--- src/rtl/uart_pkg.sv ---
// Shared UART definitions for the RX and TX sides: FSM state encoding and line levels.
// Pure declarations, no logic; the serial line idles high and a frame begins with a low start bit.
package uart_pkg;

  typedef enum logic [2:0] {
    IDLE,
    START,
    DATA,
    STOP,
    BREAK
  } uart_state_t;

  localparam logic UART_IDLE_LVL  = 1'b1;
  localparam logic UART_START_LVL = 1'b0;

endpackage

--- src/rtl/sync_2ff.sv ---
// Two-flop synchronizer for a single asynchronous bit, with a selectable reset value.
// Latency 2 cycles; no handshake, the output simply follows the input.
module sync_2ff #(
  parameter logic RST_VAL = 1'b0
) (
  input  logic clk,
  input  logic rst_n,
  input  logic d,
  output logic q
);

  logic meta;

  always_ff @(posedge clk or negedge rst_n) begin
    if (!rst_n) begin
      meta <= RST_VAL;
      q    <= RST_VAL;
    end else begin
      meta <= d;
      q    <= meta;
    end
  end

endmodule

--- src/rtl/uart_rx.sv ---
// UART receiver: centre-samples start, m data bits (LSB first) and stop; word + DV pulse on a good stop.
// Latency 2+(CLKS_PER_BIT-1)/2+(m+1)*CLKS_PER_BIT+1 cycles from start edge; no backpressure, o_Rx_b holds.
module uart_rx
  import uart_pkg::*;
#(
  parameter int m            = 8,
  parameter int CLKS_PER_BIT = 4
) (
  input  logic         i_clk,
  input  logic         i_rst_n,
  input  logic         i_Rx_serial,
  output logic [m-1:0] o_Rx_b,
  output logic         o_Rx_DV,
  output logic         o_Rx_active,
  output logic         o_frame_err
);

  localparam int CNT_W = (CLKS_PER_BIT > 1) ? $clog2(CLKS_PER_BIT) : 1;
  localparam int IDX_W = (m > 1) ? $clog2(m) : 1;

  localparam logic [CNT_W-1:0] CNT_MID  = CNT_W'((CLKS_PER_BIT - 1) / 2);
  localparam logic [CNT_W-1:0] CNT_LAST = CNT_W'(CLKS_PER_BIT - 1);
  localparam logic [IDX_W-1:0] IDX_LAST = IDX_W'(m - 1);

  uart_state_t       state;
  uart_state_t       state_nxt;
  logic              rx_s;
  logic [CNT_W-1:0]  clk_cnt;
  logic [IDX_W-1:0]  bit_idx;
  logic [m-1:0]      shreg;
  logic              mid_tick;
  logic              bit_tick;

  sync_2ff #(
    .RST_VAL(UART_IDLE_LVL)
  ) u_sync (
    .clk  (i_clk),
    .rst_n(i_rst_n),
    .d    (i_Rx_serial),
    .q    (rx_s)
  );

  assign mid_tick = (clk_cnt == CNT_MID);
  assign bit_tick = (clk_cnt == CNT_LAST);

  always_ff @(posedge i_clk or negedge i_rst_n) begin
    if (!i_rst_n) begin
      state <= IDLE;
    end else begin
      state <= state_nxt;
    end
  end

  always_comb begin
    state_nxt = state;
    case (state)
      IDLE: begin
        if (rx_s == UART_START_LVL) state_nxt = START;
      end
      START: begin
        if (mid_tick) state_nxt = (rx_s == UART_START_LVL) ? DATA : IDLE;
      end
      DATA: begin
        if (bit_tick && (bit_idx == IDX_LAST)) state_nxt = STOP;
      end
      // Leaving STOP at mid-bit lets a back-to-back start edge be caught in IDLE.
      STOP: begin
        if (bit_tick) state_nxt = (rx_s == UART_IDLE_LVL) ? IDLE : BREAK;
      end
      BREAK: begin
        if (rx_s == UART_IDLE_LVL) state_nxt = IDLE;
      end
      default: state_nxt = IDLE;
    endcase
  end

  always_comb begin
    o_Rx_active = 1'b0;
    case (state)
      START, DATA, STOP: o_Rx_active = 1'b1;
      default:           o_Rx_active = 1'b0;
    endcase
  end

  always_ff @(posedge i_clk or negedge i_rst_n) begin
    if (!i_rst_n) begin
      clk_cnt     <= '0;
      bit_idx     <= '0;
      shreg       <= '0;
      o_Rx_b      <= '0;
      o_Rx_DV     <= 1'b0;
      o_frame_err <= 1'b0;
    end else begin
      o_Rx_DV     <= 1'b0;
      o_frame_err <= 1'b0;
      case (state)
        START: begin
          if (mid_tick) begin
            clk_cnt <= '0;
            bit_idx <= '0;
          end else begin
            clk_cnt <= clk_cnt + CNT_W'(1);
          end
        end
        DATA: begin
          if (bit_tick) begin
            shreg[bit_idx] <= rx_s;
            clk_cnt        <= '0;
            if (bit_idx != IDX_LAST) bit_idx <= bit_idx + IDX_W'(1);
          end else begin
            clk_cnt <= clk_cnt + CNT_W'(1);
          end
        end
        STOP: begin
          if (bit_tick) begin
            clk_cnt <= '0;
            if (rx_s == UART_IDLE_LVL) begin
              o_Rx_b  <= shreg;
              o_Rx_DV <= 1'b1;
            end else begin
              o_frame_err <= 1'b1;
            end
          end else begin
            clk_cnt <= clk_cnt + CNT_W'(1);
          end
        end
        default: clk_cnt <= '0;
      endcase
    end
  end

endmodule

--- config.mk ---
export PLATFORM = sky130hd
export DESIGN_NAME = uart_rx
export DESIGN_NICKNAME = d
export VERILOG_FILES = /design/src/rtl/uart_pkg.sv /design/src/rtl/sync_2ff.sv /design/src/rtl/uart_rx.sv
export SDC_FILE = /design/constraint.sdc
export NUM_CORES = 1
export LEC_CHECK = 0
export ABC_AREA = 0
export CAP_MARGIN = 40
export CORE_MARGIN = 2
export CORE_UTILIZATION = 45
export CTS_CLUSTER_SIZE = 28
export DETAILED_ROUTE_END_ITERATION = 6
export GPL_TIMING_DRIVEN = 0
export PLACE_DENSITY = 0.75
export SYNTH_ARGS = -nofsm -noshare
export SYNTH_HDL_FRONTEND = slang
export SYNTH_SLANG_ARGS = --single-unit
--- constraint.sdc ---
create_clock -name i_clk -period 3 [get_ports i_clk]
set_clock_uncertainty 0.05 [all_clocks]
set_input_delay 0.45 -clock i_clk [delete_from_list [all_inputs] [get_ports i_clk]]
set_output_delay 0.45 -clock i_clk [all_outputs]
set_load 0.05 [all_outputs]
# ---- Yosys cells after proc, flatten, opt, wreduce, memory -nomap -nowiden
# Cells that the tools add are included.
# Widths: inputs -> output; s select.
dict set report word_totals {
  reg_bits 28
  input_bits 3
  out_inout_bits 11
  word_cells 63
}
dict set report classes {
  add_sub_neg 2
  magnitude_cmp 2
  n_eq_ne 15
  n_mux 25
  reduce_logical 10
}
# cell n
set ops {}
lappend ops {{$mux 3} 9}
lappend ops {{$pmux 3 s5} 1}
lappend ops {{$ne 2x2->1 const B} 6}
lappend ops {{$bwmux 8} 1}
lappend ops {{$mux 1} 8}
lappend ops {{$eq 3x2->1 const B} 2}
lappend ops {{$eq 3x3->1 const B} 2}
lappend ops {{$mux 2} 3}
lappend ops {{$pmux 3 s2} 1}
lappend ops {{$reduce_and 5->1} 1}
lappend ops {{$lt 3x4->1 const B} 1}
lappend ops {{$pmux 2 s2} 1}
lappend ops {{$reduce_and 4->1} 1}
lappend ops {{$add 3x1->3 const B} 1}
lappend ops {{$demux 1 s3} 1}
lappend ops {{$eq 3x1->1 const B} 1}
lappend ops {{$ge 3x1->1 const B} 1}
lappend ops {{$logic_not 3->1} 1}
lappend ops {{$ne 3x3->1 const B} 1}
lappend ops {{$reduce_and 3->1} 1}
lappend ops {{$reduce_or 3->1} 1}
lappend ops {{$add 2x1->2 const B} 1}
lappend ops {{$eq 2x1->1 const B} 1}
lappend ops {{$eq 2x2->1 const B} 1}
lappend ops {{5 further kinds} 6}

# ---- Depth between registers and ports, before layout
# Gate-level depths: netlist of run 1.
dict set report depth {
  depth_word 5
  depth_mapped 5
  mapped_depth_nobuf 5
}

# ---- Hierarchy
# From an unflattened synthesis of run 1, not the netlist that was laid out.
dict set report unflattened {
  hier_cells 110
  area_unflattened_um2 1293.7
}
# mod n_inst cells_each area_per_inst_um2 seq_area_each_um2
set modules_own_cells {}
lappend modules_own_cells {uart_rx 1 108 1241.2 650.6}
lappend modules_own_cells {sync_2ff 1 2 52.6 52.6}

# ---- Least setup slack after synthesis of run 1
# OpenSTA, ideal clock, no wires.
dict set report synth_path {
  path_kind {register to output}
  from {register state[1]}
  to {output o_Rx_active}
  arrival_time_ps 1317
  t_required_ps 2500
  path_slack_ps 1183
  stages_incl_launch_ff 4
  path_buffers 1
  path_cell_list {dfrtp_1 > buf_2 > nor2_1 > nor2_1}
}
dict set report synth_between {
  elab_chain_len 3
  elab_cells_between_ends 5
  cone_classes {3 x eq/ne; 1 x mux; 1 x reduce/logical}
}
# element line_no
set synth_rtl {}
lappend synth_rtl {{from (decl)} uart_rx.sv:25} ;# uart_state_t state;
lappend synth_rtl {{from (signal assigned)} uart_rx.sv:50} ;# state <= state_nxt;
lappend synth_rtl {{$eq 3x1->1 or $eq 3x2->1 (tied branches)} uart_rx.sv:79} ;# case (state)
lappend synth_rtl {{$reduce_or 3->1 *} uart_rx.sv:79}
lappend synth_rtl {{$mux 1 *} uart_rx.sv:79}
lappend synth_rtl {{to (decl)} uart_rx.sv:14} ;# output logic o_Rx_active,
# Mark *: on every way between the ends. The rest lies on a longest branch, timed or not.

# ---- Worst setup path in the final report of run 1
# Ends and elaborated chain as after synthesis.

==> results of run 1 <==
## report_power, final
group,switching (mW),internal [mW],total [mW]
registers,0.0556,0.455,0.511
logic,0.246,0.189,0.435
clock network,0.113,0.135,0.249
total,0.415,0.779,1.19
## per-layer routing
| metal | routed length [um] | vias up | share of wire, % |
|---|---|---|---|
| met5 | 0 | - | 0 |
| met4 | 38 | 0 | 1.8 |
| met3 | 60 | 5 | 2.9 |
| met2 | 1030 | 11 | 49 |
| met1 | 957 | 395 | 46 |
| li1 | - | 400 | - |
## worst paths after layout
check,from,endpoint,cells after the start
max,state[1]$_DFFE_PN0P_,o_Rx_active,4
min,u_sync.meta$_DFF_PN1_,u_sync.q$_DFF_PN1_,0
max reg2reg,clk_cnt[0]$_DFF_PN0_,shreg[2]$_DFFE_PN0P_,5
min reg2reg,u_sync.meta$_DFF_PN1_,u_sync.q$_DFF_PN1_,0
max in group asynchronous,i_rst_n,u_sync.meta$_DFF_PN1_,2
min in group asynchronous,i_rst_n,shreg[1]$_DFFE_PN0P_,1
## cells by family after synthesis
kind of cell,count (synthesis)
compound gates,11
flops,28
mux,17
buf+inv,14
xor+xnor,1
fa+ha+maj,5
simple gates,26
## worst register-to-register path, delay by kind of cell, from the launching register on
family	cells	cell delay, ns
buf+inv	1	0.19
mux	1	0.34
flops	1	0.42
simple gates	2	0.38
fa+ha+maj	1	0.34
## area by class of cell
type                       count  area [um2]  share of cell area [%]
timing repair buffer          14         158                    9.88
multi-input combinational     60         572                    35.8
inverter                       5        18.8                    1.18
clock buffer                   3        22.5                    1.41
tap                           31        38.8                    2.43
sequential                    28         703                    44.1
buffer                         9        52.6                    3.29
clock inverter                 1        30.0                    1.88
## state kept, by name (all words and copies together) (netlist names)
signal,count
o_Rx_DV,1
u_sync.q,1
u_sync.meta,1
shreg,8
bit_idx,3
state,3
o_frame_err,1
o_Rx_b,8
clk_cnt,2
## cells in the final DEF (no fill, tap or decap), types with 2 or more instances in the layout
cell type,instances
a21oi_1,2
a22o_1,2
buf_1,2
buf_2,3
buf_6,2
clkbuf_1,2
clkbuf_4,3
clkdlybuf4s50_1,13
dfrtp_1,26
dfstp_2,2
ha_1,5
inv_1,5
mux2_2,8
mux2_4,8
nand2_1,3
nand3_1,2
nand4b_1,2
nor2_1,7
nor3_1,2
==> results.json, run 1 <==
{
  "grt_antenna_before_repair": 0,
  "netlist_top_cells_area": "dfrtp_1, mux2_4, mux2_2, ha_1, dfstp_2",
  "slowest_stage": "clkdlybuf4s50_1",
  "cap_violations": 0,
  "die_h_um": 58.7,
  "die_area_mm2": 0.00345,
  "synth_enable_flop_cells": 0,
  "hold_ws_ns": 0.318,
  "cts_setup_buffers": 0,
  "htree_num_levels": 1,
  "ant_nets": 0,
  "power_mw": 1.19,
  "fin_util_pct": 56.9,
  "fin_cells": 151,
  "drt_iter0_drc": 12,
  "max_slew_margin_pct": 58.6,
  "design.core.area_mm2": 0.00281,
  "clkSinkCount": 28,
  "p_per_area_mw_per_mm2": 749,
  "dpl_cell_area_mm2": 0.00154,
  "overflow": 0,
  "grt-busiest-layer": "met2",
  "cp.arrival_ns": 1.99,
  "met2_usage_pct": 23.4,
  "syn_area_mm2": 0.00135,
  "yosysMostFrequentCell": "dfrtp_1",
  "grt_pass1_vias": 838,
  "synth-adder-area-share_pct": 4.65,
  "hpwl_um": 1490,
  "end_kind": "output pin",
  "dp_cells": 147,
  "diodes": 0,
  "via_count": 811,
  "drive_above_1_share_pct": 26.7,
  "cp-start-kind": "register",
  "drc_errors": 0,
  "syn_avg_cell_area_um2": 13.2,
  "synth_compound_area_share_pct": 5.86,
  "grt_max_degree": 19,
  "grt_pass1_wl_um": 3670,
  "drt_pass1_iterations": 4,
  "met1_usage_pct": 18.2,
  "cp_cell_sequence": "buf_2, nor2_1, nor2_1, clkdlybuf4s50_1",
  "finalSetupViolCount": 0,
  "synthXorXnorAreaFrac_pct": 0.651,
  "path_delay_family": "buffers and inverters",
  "critPathKind": "register to output pin",
  "num-nets-final": 129,
  "layout_setup_ws_ns": 0.515,
  "port_buffers": 13,
  "die_w_um": 58.7,
  "period_share_pct": 82.8,
  "required_ns": 2.50,
  "fmax_ghz": 0.402,
  "status": "finished, final reports clean",
  "path_common_cell": "nor2_1",
  "synth_top_cell_by_area": "dfrtp_1",
  "cp_max_fo": 10,
  "worstHoldPathType": "register to register",
  "design_area_mm2": 0.00160,
  "synth_top_family_by_area": "multiplexers",
  "synthTopCellsByCount": "dfrtp_1, mux2_2, mux2_4, nor2_1",
  "cp_num_buf_inv": 2,
  "muxShareOfSynthArea_pct": 16.4,
  "maxSlewViolCount": 0,
  "grt_usage_pct": 14.1,
  "irDropWorstVdd_uv": 315,
  "hold_buffers": 0,
  "clk_latency_ns": 0.34,
  "clock_path_buffers": 2,
  "synth-async-reset-ratio_pct": 100,
  "final-hold-violation-count": 0,
  "synth_top_area_share_pct": 48.3,
  "fin_crit_ns": 2.49,
  "fillerInstances": 231,
  "totalNegativeSetupSlack_ns": 0,
  "rows": 19,
  "leakagePower_nw": 0.754,
  "cts_root_buf": "clkbuf_4",
  "rrSetupSlack_ns": 1.19,
  "synth_warnings": 0,
  "viasPerCell": 5.37,
  "start_util_pct": 48.0,
  "gp_congestion": 0.704,
  "ios": 14,
  "synth-simple-area-share_pct": 14.9,
  "wl_per_cell_um": 13.8,
  "syn-instance-count": 102,
  "cts_tree": "yes",
  "ys_seq_elements": 28,
  "dp_slack_ns": 0.884,
  "rsz0062_at_grt": "no",
  "numCtsBuffers": 3,
  "syn_nets": 110,
  "tightest_slew_ns": 0.619,
  "cpPeakStageDelay_ns": 0.80,
  "syn_to_final_growth_pct": 18.5,
  "synth_ff_type": "dfrtp_1",
  "post_cts_resized": 0,
  "cts.clk_slew.worst_paths_ns": 0.14,
  "yosysSeqAreaShare_pct": 52.2,
  "wirelength_um": 2090,
  "use_met3_pct": 2.64,
  "yosysUniqueCellTypes": 36
}
(Power assumes the default switching activity.)
==> run 2: changes to the inputs <==
--- a/config.mk
+++ b/config.mk
@@ -12,7 +12,7 @@
 export CTS_CLUSTER_SIZE = 28
 export DETAILED_ROUTE_END_ITERATION = 6
 export GPL_TIMING_DRIVEN = 0
-export PLACE_DENSITY = 0.75
+export PLACE_DENSITY = 0.77
 export SYNTH_ARGS = -nofsm -noshare
 export SYNTH_HDL_FRONTEND = slang
 export SYNTH_SLANG_ARGS = --single-unit
==> constraint.sdc (replaced) <==
create_clock -name i_clk -period 2 [get_ports i_clk]
set_clock_uncertainty 0.05 [all_clocks]
set_input_delay 0.3 -clock i_clk [delete_from_list [all_inputs] [get_ports i_clk]]
set_output_delay 0.3 -clock i_clk [all_outputs]
set_load 0.05 [all_outputs]
==> run 2 against run 1 <==
Combinational power increased by 48%. Sequential power up 50%. Final area down 2.4%. Sequential cell count is the same. First-iteration DRC count shrank 42%. Core utilization decreased by 1.3 points. Setup slack got worse by 0.37 ns. Total power up 38%. Die area unchanged. Worst hold slack lost 0.00086 ns. Global-route usage shrank 1.2 points. Sequential share of layout area grew 1.1 points. Critical endpoint is now o_Rx_b[5]. Critical path type unchanged.
==> results.json, run 2 (same netlist as run 1, synthesis figures left out) <==
{
  "slowest_stage": "clkdlybuf4s50_1",
  "ant_nets": 0,
  "via_count": 792,
  "grt_pass1_wl_um": 3430,
  "die_w_um": 58.7,
  "mostFrequentLayoutCells": "dfrtp_1, clkdlybuf4s50_1, mux2_2, mux2_4, nor2_1",
  "ios": 14,
  "cts_root_buf": "clkbuf_4",
  "grt_pass1_vias": 791,
  "path_delay_family": "buffers and inverters",
  "port_buffers": 13,
  "viasPerCell": 5.25,
  "start_util_pct": 48.0,
  "hold_path_end": "u_sync.q$_DFF_PN1_",
  "grt_max_degree": 16,
  "cts_setup_buffers": 0,
  "critPathKind": "register to output pin",
  "fin_cells": 151,
  "fin_crit_ns": 1.86,
  "rows": 19,
  "rsz0062_at_grt": "no",
  "dp_cells": 147,
  "cp_num_buf_inv": 1,
  "cts.clk_slew.worst_paths_ns": 0.14,
  "wirelength_um": 1980,
  "hold_buffers": 0,
  "worstHoldPathType": "register to register",
  "num-nets-final": 129,
  "gp_congestion": 0.744,
  "final-hold-violation-count": 0,
  "drt_iter0_drc": 7,
  "clkSinkCount": 28,
  "tightest_slew_ns": 0.685,
  "maxSlewViolCount": 0,
  "cpPeakStageDelay_ns": 0.80,
  "max_slew_margin_pct": 54.2,
  "p_per_area_mw_per_mm2": 1060,
  "cp_cell_sequence": "clkdlybuf4s50_1",
  "htree_num_levels": 1,
  "cts_tree": "yes",
  "min_from": "u_sync.meta$_DFF_PN1_",
  "regArea_um2": 704,
  "drt_pass1_iterations": 4,
  "die_h_um": 58.7,
  "multiInputGateArea_um2": 572,
  "cp_num_cells": 1,
  "fillerInstances": 252,
  "hold_depth": 0,
  "r2r_start": "clk_cnt[0]$_DFF_PN0_",
  "grt_usage_pct": 12.9,
  "clk_latency_ns": 0.31,
  "required_ns": 1.65,
  "clock_path_buffers": 2,
  "cap_violations": 0,
  "leakagePower_nw": 0.736,
  "syn_to_final_growth_pct": 15.7,
  "drive_above_1_share_pct": 27.5,
  "overflow": 0,
  "reg2reg_depth": 5,
  "reg.largest.list": "o_Rx_b (8), shreg (8)",
  "grt_antenna_before_repair": 0,
  "rrSetupSlack_ns": 0.15,
  "status": "finished, final reports clean",
  "wl_per_cell_um": 13.1,
  "totalNegativeSetupSlack_ns": 0,
  "drc_errors": 0,
  "fmax_ghz": 0.539,
  "die_area_mm2": 0.00345,
  "final_common_cell": "dfrtp_1",
  "numCtsBuffers": 3,
  "end_kind": "output pin",
  "design.core.area_mm2": 0.00281,
  "cp-start-kind": "register",
  "r2r_end": "shreg[0]$_DFFE_PN0P_",
  "finalSetupViolCount": 0,
  "irDropWorstVdd_uv": 533,
  "hpwl_um": 1520,
  "period_share_pct": 92.8,
  "diodes": 0,
  "cp_max_fo": 2,
  "cp.arrival_ns": 1.51
}
==> run 2: worst max-delay path by stage <==
| stage | end | startpoint | slack, ns |
|---|---|---|---|
| 2_1_floorplan | shreg[2]$_DFFE_PN0P_ | clk_cnt[0]$_DFF_PN0_ | 0.31 |
| 3_3_place_gp | o_Rx_active | state[1]$_DFFE_PN0P_ | 0.04 |
| 3_5_place_dp | o_Rx_active | state[1]$_DFFE_PN0P_ | 0.03 |
| 4_1_cts | o_Rx_active | state[1]$_DFFE_PN0P_ | 0.08 |
| 5_1_grt | o_Rx_active | state[1]$_DFFE_PN0P_ | 0.03 |
| 6_report | o_Rx_b[5] | o_Rx_b[5]$_DFFE_PN0P_ | 0.14 |
==> run 2: stage by stage <==
step / hold slack, ns / setup slack [ns] / cell area (um2) / util, % / power [mW]
floorplan: -0.0456 / 0.312 / 1350 / - / 1.27
global route: 0.298 / 0.0289 / 1560 / 55.5 / 1.76
global placement: 0.296 / 0.0379 / 1520 / 54.0 / 1.39
detailed placement: 0.298 / 0.0331 / 1530 / 54.5 / 1.43
CTS: 0.313 / 0.0814 / 1560 / 55.5 / 1.66
finish: 0.317 / 0.144 / 1560 / 55.5 / 1.64
==> run 2: what timing repair did <==
action                                 4_1_cts  5_1_grt
resized for setup                            3        2
endpoints found under the hold margin        0        0
setup endpoints to repair                    1        1
==> run 2: routing by layer <==
metal / routed length (um) / global-route usage, % / vias to the layer above
met1: 939 / 18.0 / 383
met4: 8 / 2.92 / 0
met5: 0 / 0 / -
li1: - / - / 395
met3: 49 / 2.64 / 2
met2: 982 / 21.0 / 12
==> run 2: cell type report <==
| cell class | instances | area share, % |
|---|---|---|
| Timing Repair Buffer | 14 | 9.32 |
| Sequential cell | 28 | 45.2 |
| Multi-Input combinational cell | 60 | 36.7 |
| Clock buffer | 4 | 1.69 |
| Tap cell | 31 | 2.49 |
| Inverter | 5 | 1.20 |
| Buffer | 9 | 3.37 |
==> run 2: where the power goes <==
part / internal [mW] / total (mW) / switching [mW]
Sequential: 0.685 / 0.769 / 0.0836
Clock: 0.0779 / 0.232 / 0.154
Combinational: 0.276 / 0.644 / 0.368
Total: 1.04 / 1.64 / 0.605
==> run 3: changes to the inputs <==
--- a/config.mk
+++ b/config.mk
@@ -5,7 +5,7 @@
 export SDC_FILE = /design/constraint.sdc
 export NUM_CORES = 1
 export LEC_CHECK = 0
-export ABC_AREA = 0
+export ABC_AREA = 1
 export CAP_MARGIN = 40
 export CORE_MARGIN = 2
 export CORE_UTILIZATION = 45
@@ -15,4 +15,5 @@
 export PLACE_DENSITY = 0.77
 export SYNTH_ARGS = -nofsm -noshare
 export SYNTH_HDL_FRONTEND = slang
+export SYNTH_HIERARCHICAL = 1
 export SYNTH_SLANG_ARGS = --single-unit
==> constraint.sdc (replaced) <==
create_clock -name i_clk -period 1.7 [get_ports i_clk]
set_clock_uncertainty 0.05 [all_clocks]
set_input_delay 0.255 -clock i_clk [delete_from_list [all_inputs] [get_ports i_clk]]
set_output_delay 0.255 -clock i_clk [all_outputs]
set_load 0.05 [all_outputs]
==> run 3 against run 2 <==
First-iteration DRC count rose to 9.4 times the previous value. Critical path depth up 3. Via count up 40%. Sequential share of layout area down 1.1 points. Non-clock buffer count down 5. Area after synthesis up 1.9%. Total power up 32%. Global-route usage up 2.8 points. Register-to-register slack better by 0.03 ns. Clock power up 38%. Count of clock-buffer cells in the layout unchanged. Critical endpoint is now o_Rx_active. Highest routed layer unchanged.
==> results.json, run 3 <==
{
  "status": "finished, final reports clean",
  "cts_root_buf": "clkbuf_4",
  "cts.clk_slew.worst_paths_ns": 0.15,
  "synthTopCellsByCount": "nand2_1, dfrtp_1, nand3_1, inv_1, nor2_1",
  "ys_seq_elements": 28,
  "clkSinkCount": 28,
  "dpl_cell_area_mm2": 0.00157,
  "clk_latency_ns": 0.32,
  "rows": 20,
  "required_ns": 1.39,
  "netlist_top_cells_area": "dfrtp_1, nand2_1, nand3_1, ha_1, dfstp_2",
  "start_util_pct": 46.1,
  "max_slew_margin_pct": 62.4,
  "design_area_mm2": 0.00159,
  "fin_cells": 217,
  "final_common_cell": "nand2_1",
  "fmax_ghz": 0.617,
  "yosysSeqAreaShare_pct": 51.3,
  "grt_antenna_before_repair": 0,
  "htree_num_levels": 1,
  "hpwl_um": 1820,
  "ant_nets": 0,
  "cts_setup_buffers": 0,
  "dp_cells": 213,
  "reg.largest.list": "o_Rx_b (8), shreg (8)",
  "cap_violations": 0,
  "clock_path_buffers": 2,
  "grt_max_degree": 20,
  "grt_pass1_wl_um": 4260,
  "final-hold-violation-count": 0,
  "synthXorXnorAreaFrac_pct": 0,
  "yosysMostFrequentCell": "nand2_1",
  "drc_errors": 0,
  "rsz0062_at_grt": "no",
  "syn_avg_cell_area_um2": 8.26,
  "muxShareOfSynthArea_pct": 0,
  "viasPerCell": 5.09,
  "port_buffers": 13,
  "maxSlewViolCount": 0,
  "diodes": 0,
  "syn_to_final_growth_pct": 16.2,
  "wl_per_cell_um": 10.8,
  "syn_area_mm2": 0.00137,
  "tightest_slew_ns": 0.562,
  "wirelength_um": 2340,
  "leakagePower_nw": 0.885,
  "synth_compound_area_share_pct": 2.19,
  "die_h_um": 59.2,
  "design.core.area_mm2": 0.00298,
  "end_kind": "output pin",
  "die_w_um": 59.2,
  "cts_tree": "yes",
  "synth_top_area_share_pct": 47.4,
  "fin_crit_ns": 1.62,
  "synth_enable_flop_cells": 0,
  "syn-instance-count": 166,
  "critPathKind": "register to output pin",
  "synth_top_cell_by_area": "dfrtp_1",
  "synth-simple-area-share_pct": 34.9,
  "syn_nets": 174,
  "via_count": 1105,
  "cp.arrival_ns": 1.32,
  "synth-async-reset-ratio_pct": 100,
  "drt_pass1_iterations": 4,
  "worstHoldPathType": "primary input to asynchronous set/reset pin",
  "synth_ff_type": "dfrtp_1",
  "yosysUniqueCellTypes": 22,
  "grt_usage_pct": 15.7,
  "numCtsBuffers": 3,
  "drive_above_1_share_pct": 11.4,
  "die_area_mm2": 0.00350,
  "overflow": 0,
  "drt_iter0_drc": 66,
  "synth_warnings": 6,
  "mostFrequentLayoutCells": "nand2_1, dfrtp_1, nand3_1",
  "cp_max_fo": 9,
  "synth-adder-area-share_pct": 4.56,
  "rrSetupSlack_ns": 0.18,
  "finalSetupViolCount": 0,
  "gp_congestion": 0.858,
  "grt_pass1_vias": 1025,
  "synth_top_family_by_area": "simple AND/OR/NAND/NOR gates",
  "ios": 14,
  "irDropWorstVdd_uv": 705,
  "p_per_area_mw_per_mm2": 1360,
  "hold_buffers": 0,
  "cp-start-kind": "register",
  "num-nets-final": 193,
  "period_share_pct": 95.4
}
-- run 3: changes by cell type in the layout (fill, tap and decap cells not counted), sizes merged, moves of 6 or more --
cell,delta
clkdlybuf4s50,-10
dlygate4sd2,+10
inv,+11
mux2,-17
nand2,+62
nand3,+19
nand4,+6
nor2,+6
-- run 3: final timing paths --
kind | start | to | cells after the start
max in group asynchronous | i_rst_n | u_sync/meta$_DFF_PN1_ | 2
min | i_rst_n | o_Rx_b[4]$_DFFE_PN0P_ | 1
max reg2reg | bit_idx[1]$_DFFE_PN0P_ | bit_idx[0]$_DFFE_PN0P_ | 8
max | state[1]$_DFFE_PN0P_ | o_Rx_active | 4
min in group i_clk | i_Rx_serial | u_sync/meta$_DFF_PN1_ | 1
min reg2reg | u_sync/meta$_DFF_PN1_ | u_sync/q$_DFF_PN1_ | 0
-- run 3: metrics by stage --
step / power [mW] / utilization [%] / hold WS, ns / setup TNS (ns) / worst slack (ns)
CTS: 2.18 / 53.6 / 0.226 / -0.0794 / -0.0794
finish: 2.17 / 53.5 / 0.226 / 0 / 0.0785
floorplan: 1.63 / - / -0.0906 / 0 / 0.174
detailed placement: 1.88 / 52.7 / 0.297 / -0.124 / -0.124
global placement: 1.82 / 51.8 / 0.295 / -0.807 / -0.0866
global route: 2.35 / 53.5 / 0.238 / 0 / 0.00656
-- run 3: final cells by class --
| class | count | area (um2) |
|---|---|---|
| Fill cell | 268 | 1380 |
| Sequential cell | 28 | 703 |
| Multi-Input combinational cell | 116 | 573 |
| Timing Repair Buffer | 14 | 143 |
| Inverter | 18 | 72.6 |
| Tap cell | 33 | 41.3 |
| Clock buffer | 4 | 36.3 |
| Buffer | 4 | 25.0 |
-- run 3: power by group --
part	total [mW]	internal (mW)	switching, mW
Combinational	0.958	0.289	0.669
Sequential	0.892	0.787	0.105
Clock	0.320	0.131	0.189
-- run 3: logic make-up after synthesis --
group | after synthesis
compound gates | 6
flops | 28
simple gates | 105
fa+ha+maj | 5
buf+inv | 22
-- run 3: what timing repair did --
item                                    in CTS  in global routing
endpoints found under the setup margin      11                  1
pin swaps                                    0                  0
gates resized for setup                     13                  4
-- run 3: critical path, stage by stage, from the launching register on --
cell and delay (ns):
dfrtp_1 0.38, buf_2 0.18, nor2_2 0.16, nor2_1 0.06, clkbuf_4 0.22
-- run 3: routing by layer --
| layer | vias up | part of all wire, % | global-route usage, % |
|---|---|---|---|
| met4 | 0 | 0.68 | 4.87 |
| li1 | 562 | - | - |
| met2 | 22 | 51 | 28.1 |
| met5 | - | 0 | 0 |
| met3 | 2 | 3.0 | 2.62 |
| met1 | 519 | 46 | 19.2 |
